$ cat src/rtl/fetch_decode_stage.sv
// Pipeline front end: PC, IF/ID latch, field decode, load-use bubble insertion and HLT freeze.
// Decode outputs are combinational from the IF/ID latch; all state is in one clocked block.
module fetch_decode_stage #(
    parameter int PC_W    = 10,
    parameter int INSTR_W = 16
) (
    input  logic               clk,
    input  logic               rst,
    output logic [PC_W-1:0]    imem_addr,
    input  logic [INSTR_W-1:0] imem_data,
    output logic [2:0]         opcode,
    output logic [2:0]         rd,
    output logic [2:0]         rs1,
    output logic [2:0]         rs2,
    output logic [PC_W-1:0]    id_pc,
    output logic               stall,
    output logic               halted
);
    localparam logic [2:0] OP_NOP = 3'd0;
    localparam logic [2:0] OP_LDD = 3'd1;
    localparam logic [2:0] OP_STD = 3'd2;
    localparam logic [2:0] OP_ADD = 3'd3;
    localparam logic [2:0] OP_NOT = 3'd4;
    localparam logic [2:0] OP_HLT = 3'd7;

    // Bits [3:0] carry no information, so the latch keeps only [15:4].
    logic [INSTR_W-1:4] instr_q, instr_d;
    logic [PC_W-1:0]    pc_q, pc_d;
    logic [PC_W-1:0]    id_pc_q, id_pc_d;
    logic               vld_q, vld_d;
    logic               ex_load_q, ex_load_d;
    logic [2:0]         ex_rd_q, ex_rd_d;
    logic               halted_q, halted_d;

    logic               unused_lo;
    assign unused_lo = ^imem_data[3:0];

    logic [2:0] f_op, f_rd, f_rs1, f_rs2;
    logic       live, uses_rs1, uses_rs2, hazard, hlt_issue;

    always_comb begin
        f_op     = instr_q[15:13];
        f_rd     = instr_q[12:10];
        f_rs1    = instr_q[9:7];
        f_rs2    = instr_q[6:4];
        live     = vld_q & ~halted_q;
        uses_rs1 = (f_op == OP_LDD) | (f_op == OP_STD) | (f_op == OP_ADD) | (f_op == OP_NOT);
        uses_rs2 = (f_op == OP_STD) | (f_op == OP_ADD);
        hazard   = live & ex_load_q &
                   ((uses_rs1 & (f_rs1 == ex_rd_q)) | (uses_rs2 & (f_rs2 == ex_rd_q)));
        hlt_issue = live & ~hazard & (f_op == OP_HLT);
    end

    // HLT and bubbles both issue as NOP; opcodes 5/6 pass through untouched.
    always_comb begin
        opcode    = (live & ~hazard & (f_op != OP_HLT)) ? f_op : OP_NOP;
        rd        = live ? f_rd  : 3'd0;
        rs1       = live ? f_rs1 : 3'd0;
        rs2       = live ? f_rs2 : 3'd0;
        stall     = hazard;
        halted    = halted_q;
        imem_addr = pc_q;
        id_pc     = id_pc_q;
    end

    always_comb begin
        pc_d      = pc_q;
        instr_d   = instr_q;
        vld_d     = vld_q;
        id_pc_d   = id_pc_q;
        ex_load_d = ex_load_q;
        ex_rd_d   = ex_rd_q;
        halted_d  = halted_q;
        if (halted_q) begin
            // frozen until reset
        end else if (hazard) begin
            ex_load_d = 1'b0;
        end else if (hlt_issue) begin
            halted_d  = 1'b1;
            vld_d     = 1'b0;
            ex_load_d = 1'b0;
        end else begin
            pc_d      = pc_q + 1'b1;
            instr_d   = imem_data[INSTR_W-1:4];
            vld_d     = 1'b1;
            id_pc_d   = pc_q;
            ex_load_d = (opcode == OP_LDD);
            ex_rd_d   = rd;
        end
    end

    always_ff @(posedge clk) begin
        if (rst) begin
            pc_q      <= '0;
            instr_q   <= '0;
            vld_q     <= 1'b0;
            id_pc_q   <= '0;
            ex_load_q <= 1'b0;
            ex_rd_q   <= 3'd0;
            halted_q  <= 1'b0;
        end else begin
            pc_q      <= pc_d;
            instr_q   <= instr_d;
            vld_q     <= vld_d;
            id_pc_q   <= id_pc_d;
            ex_load_q <= ex_load_d;
            ex_rd_q   <= ex_rd_d;
            halted_q  <= halted_d;
        end
    end
endmodule

$ cat config.mk
export PLATFORM = sky130hd
export DESIGN_NAME = fetch_decode_stage
export DESIGN_NICKNAME = d
export VERILOG_FILES = /design/src/rtl/fetch_decode_stage.sv
export SDC_FILE = /design/constraint.sdc
export NUM_CORES = 1
export LEC_CHECK = 0
export ABC_CLOCK_PERIOD_IN_PS = 1700
export CAP_MARGIN = 10
export CORE_MARGIN = 8
export CORE_UTILIZATION = 42
export DETAILED_ROUTE_END_ITERATION = 16
export MAX_ROUTING_LAYER = met4
export PLACE_DENSITY = 0.75
export SYNTH_ARGS = -nofsm -noshare
export SYNTH_HDL_FRONTEND = slang
export SYNTH_SLANG_ARGS = --single-unit
$ cat constraint.sdc
create_clock -name clk -period 1.7 [get_ports clk]
set_input_delay 0.34 -clock clk [delete_from_list [all_inputs] [get_ports clk]]
set_output_delay 0.34 -clock clk [all_outputs]
set_load 0.1 [all_outputs]
; Yosys cells after proc, flatten, opt, wreduce, memory -nomap -nowiden
; Index checks and enable logic that the tools add are counted.
[totals]
register_bits = 38
latch_bits = 0
ram_bits = 0
romBits = 0
inputBits = 18
out_inout_bits = 34
elab_cells = 45
n_memories = 0
[op_classes]
n_addsub = 1
n_mul = 0
div_mod_pow = 0
n_lt_le_gt_ge = 0
n_eq_ne = 9
shift = 0
mux = 10
bitwise = 16
n_reduce_logical = 2
[ops]
columns = operator, count
row1 = $mux 3, 4
row2 = $add 10x1->10 const B, 1
row3 = $and 1x1->1, 8
row4 = $eq 3x1->1 const B, 2
row5 = $eq 3x2->1 const B, 2
row6 = $eq 3x3->1, 2
row7 = $eq 3x3->1 const B, 2
row8 = $mux 1, 6
row9 = $or 1x1->1, 5
row10 = $ne 3x3->1 const B, 1
row11 = $not 1->1, 3
row12 = $reduce_and 3->1, 1
row13 = $reduce_and 2->1, 1

; Longest topological paths before layout
[depth]
ltp_word = 14
mapped_depth = 10
depth_no_buf = 6

; Least setup slack after synthesis
; No wires, ideal clock.
[synth_path]
path_type = register -> output
startpoint = register halted_q, in the netlist halted
endpoint = output port opcode[0]
t_arrival_ns = 2.520
required_ns = 1.360
slack_ns = -1.160
path_stages_with_launch = 8
path_buffers = 2
path_cell_list = dfxtp_1 -> clkbuf_1 -> nor2b_1 -> nand4_1 -> a21o_1 -> buf_6 -> and2_1 -> and3_1
[synth_via]
elab_chain_len = 8
[synth_rtl]
columns = item, line
row1 = start: declaration, 33  ; logic halted_q, halted_d;
row2 = start signal: assignment, 108  ; halted_q <= halted_d;
row3 = $not 1->1 (no line) (*), -
row4 = $and 1x1->1 (*), 46  ; live = vld_q & ~halted_q;
row5 = $and 1x1->1 (2 in series), 49  ; hazard = live & ex_load_q &
row6 = $not 1->1 (no line), -
row7 = $and 1x1->1 (*) (2 in series), 56  ; opcode = (live & ~hazard & (f_op != OP_HLT)) ? f_op : OP_NOP;
row8 = $mux 3 (*), 56
row9 = end: declaration, 11  ; output logic [2:0] opcode,
; Mark *: on every way between the ends. The rest lies on a longest branch, timed or not.

; Worst setup path after layout
[layout_path]
startpoint = register instr_q[14] (netlist bit)
endpoint = output port stall
[layout_via]
elab_chain_len = 7
elab_cells_between_ends = 12
cone_classes = 4 x eq/ne / 8 x bitwise
[layout_rtl]
columns = item, line
row1 = start: declaration, 27  ; logic [INSTR_W-1:4] instr_q, instr_d;
row2 = start signal: assignment, 103  ; instr_q <= instr_d;
row3 = $eq 3x1->1 / $eq 3x2->1 (equally long branches), "47, 48"
row4 = $or 1x1->1 (3 in series), 47  ; uses_rs1 = (f_op == OP_LDD) | (f_op == OP_STD) | (f_op == OP_ADD) | (f_op == OP_NOT);
row5 = $and 1x1->1, 50  ; ((uses_rs1 & (f_rs1 == ex_rd_q)) | (uses_rs2 & (f_rs2 == ex_rd_q)));
row6 = $or 1x1->1 (*), 50
row7 = $and 1x1->1 (*), 49
row8 = end: declaration, 16  ; output logic stall,
; Marked as above.

==> results.ini <==
[clocking]
htreeDepth=2
root_buffer=clkbuf_8
cts_buffers=5
cts_tree=built
clk_path_buf_depth=2
cts_hold_buf=0
clock-sinks=38
clk_latency_ns=0.30
clk_pin_slew_ns=0.08

[outcome]
failed_checks=setup timing
status=finished, violations left

[power_and_ir_drop]
p_leak_nw=1.15
p_int_mw=1.45
p_sw_frac=0.312
clkPwrFrac=0.311
pwr-share-comb=0.234
pwr_density_cell_mw_per_mm2=688
irDropWorstVdd_uv=546
p_sw_uw=659
pwr-share-seq=0.455

[drt]
wirelength_um=5710
wire_per_inst_um=17.1
drt_pass1_iterations=4
viasPerCell=5.68
drc_errors=0
antenna_left=0
drtIter0Drc=169
vias=1897

[die]
initial_core_util=0.442
dieWidth_um=81.3
core-area_mm2=0.00406
die_h_um=81.3
fp-row-count=23
pin_count=52
die-area_mm2=0.00662

[critical_path]
critical_path_buf_inv_count=4
arrival_ns=1.81
worstSetupStartpointType=flop
cp.required_ns=1.36
timing.critical_path.cells=o21ai_0 -> nand4_1 -> a21o_1 -> buf_4 -> inv_4 -> buf_4 -> buf_12
regToRegEndpoint=imem_addr[7]
critPathMaxFanout=7
r2r-start=instr_q[14]
crit_top_cell=buf_4
worstRegToRegCells=8
path_class=flop to output port
max_stage_delay_ns=0.34
crit_slowest_cell=dfxtp_2
cp.depth=7
end_kind=output port
crit_family=buffers and inverters
reg2reg_slack_ns=-0.34

[sta]
setup_ws_ns=-0.450
worst_slew_pin_slew_ns=0.284
setup_viol=37
post-route-min-period_ns=2.15
finalHoldViolations=0
final-max-slew-violation-count=0
whs_ns=0.473
finClkSkew_ns=0.0125
rsz0062_at_grt=true
max_clock_freq_mhz=465
post-route-period-util=1.26
slew_headroom=0.809

[global_routing]
antenna_found_initial=0
grt_usage=0.179
grt_overflow_total=0
grt_start_max_net_pins=27
grt_pass1_vias=1871
grt_pass1_wl_um=9070

[yosys]
synthFlopType=dfxtp_1
synth_enable_flop_cells=0
synthesis.nets=242
synth_cells=223
synth_cell_types=29
synth_top_area_share=0.424
ys_ff_latch=38
ys_seq_area_frac=0.424
synthesis.area_mm2=0.00179
syn_avg_cell_area_um2=8.04
synth.top_cells.by_area=dfxtp_1 42%, a21oi_1 8.9%, o21ai_0 8.1%
synthArstFlopShare=0
synth_top_cell_by_area=dfxtp_1
ys_warn_count=0

[placement]
place_congestion=0.799
dpl.hpwl_um=3850
pre_cts_slack_ns=-0.191
portBuffers=47
place_inst=324

[worst_hold_path]
hold_path_class=flop to flop
hold-path-endpoint=instr_q[11]
min-delay-start=instr_q[11]
whs_path_depth=2

[cells_and_area]
layout_commonest_cell=buf_12
fin_nets=302
area_growth_pct=71.1
final_cell_count_no_fill=334
drive_above_1_share=0.408
most-common-layout-cells=36 x buf_12, 30 x a21oi_1, 28 x nand3_1, 22 x dfxtp_1, 22 x buf_4
regArea_um2=793
fin_util=0.756
nFillCells=258
multi_input_area_mm2=0.00107
antennaDiodeCount=0

[job]
cap_violations=0

area by class of cell:
class	count	area share
multi-input cells	164	0.350
repair buffers	73	0.339
flip-flops and latches	38	0.259
clock buffers	6	0.0269
well taps	50	0.0204
clock inverters	2	0.00367
inverters	1	0.00204
flip-flops by register name, indices dropped and copies added, names as in the netlist:
| signal | flops |
|---|---|
| instr_q | 12 |
| id_pc | 10 |
| imem_addr | 10 |
| ex_rd_q | 3 |
| ex_load_q | 1 |
| halted | 1 |
| vld_q | 1 |
cells in the mapped netlist, types with 2 or more instances:
library cell,instances
and2_1,11
or3_1,5
nand2_1,10
nand3_1,28
o31ai_1,3
dfxtp_1,38
and3_1,3
a21oi_1,32
o21ai_0,29
buf_2,4
buf_6,2
clkbuf_1,14
xnor2_1,6
mux2_2,3
or4_1,3
nor3_1,2
and4_1,3
nor2_1,10
nor2b_1,6
nand4_1,2
layer usage:
metal,vias to the layer above,global-route usage,part of all wire
met5,-,-,0
met4,0,0.0857,0.025
met3,11,0.0309,0.038
met2,55,0.297,0.53
met1,924,0.204,0.41
li1,907,-,-
how the worst max path moves through the flow:
| stage | from | slack [ns] | endpoint |
|---|---|---|---|
| finish | instr_q[14] | -0.45 | stall |
| global route | instr_q[14] | -0.48 | stall |
| CTS | instr_q[14] | -0.39 | opcode[2] |
| detailed placement | instr_q[13] | -0.19 | imem_addr[3] |
| global placement | ex_rd_q[2] | -0.13 | stall |
| floorplan | halted | -0.20 | opcode[0] |
logic make-up after synthesis:
family,Yosys count,synth area share
simple gates,88,0.272
compound gates,65,0.187
flops,38,0.424
buf+inv,21,0.0551
xor+xnor,6,0.0293
mux,4,0.0251
fa+ha+maj,1,0.00698
through the flow:
| step | cell area (µm²) | total power [mW] | setup TNS, ns |
|---|---|---|---|
| final | 3070 | 2.11 | -6.43 |
| after CTS | 3040 | 2.11 | -3.78 |
| after global routing | 3070 | 2.19 | -8.23 |
| after detailed placement | 2860 | 1.45 | -1.92 |
| after global placement | 2860 | 1.44 | -1.10 |
| after floorplan | 1910 | 1.25 | -3.22 |
worst min-delay path, delay by kind of cell, from the launching register on:
| family | cells | cell delay [ns] |
|---|---|---|
| flops | 1 | 0.32 |
| compound gates | 2 | 0.10 |
power groups by stage:
stage | combinational [mW] | sequential [mW] | clock, mW
2_1_floorplan | 0.201 | 1.05 | 0
3_3_place_gp | 0.468 | 0.972 | 0
3_5_place_dp | 0.477 | 0.975 | 0
4_1_cts | 0.488 | 0.957 | 0.668
5_1_grt | 0.515 | 0.965 | 0.705
6_report | 0.495 | 0.961 | 0.657
repair_timing:
action | 4_1_cts | 5_1_grt
endpoints found under the setup margin | 36 | 48
resized for setup | 37 | 12
buffers inserted | 3 | 0
pin swaps | 7 | 1
No activity file was read; power rests on OpenSTA's default activity.
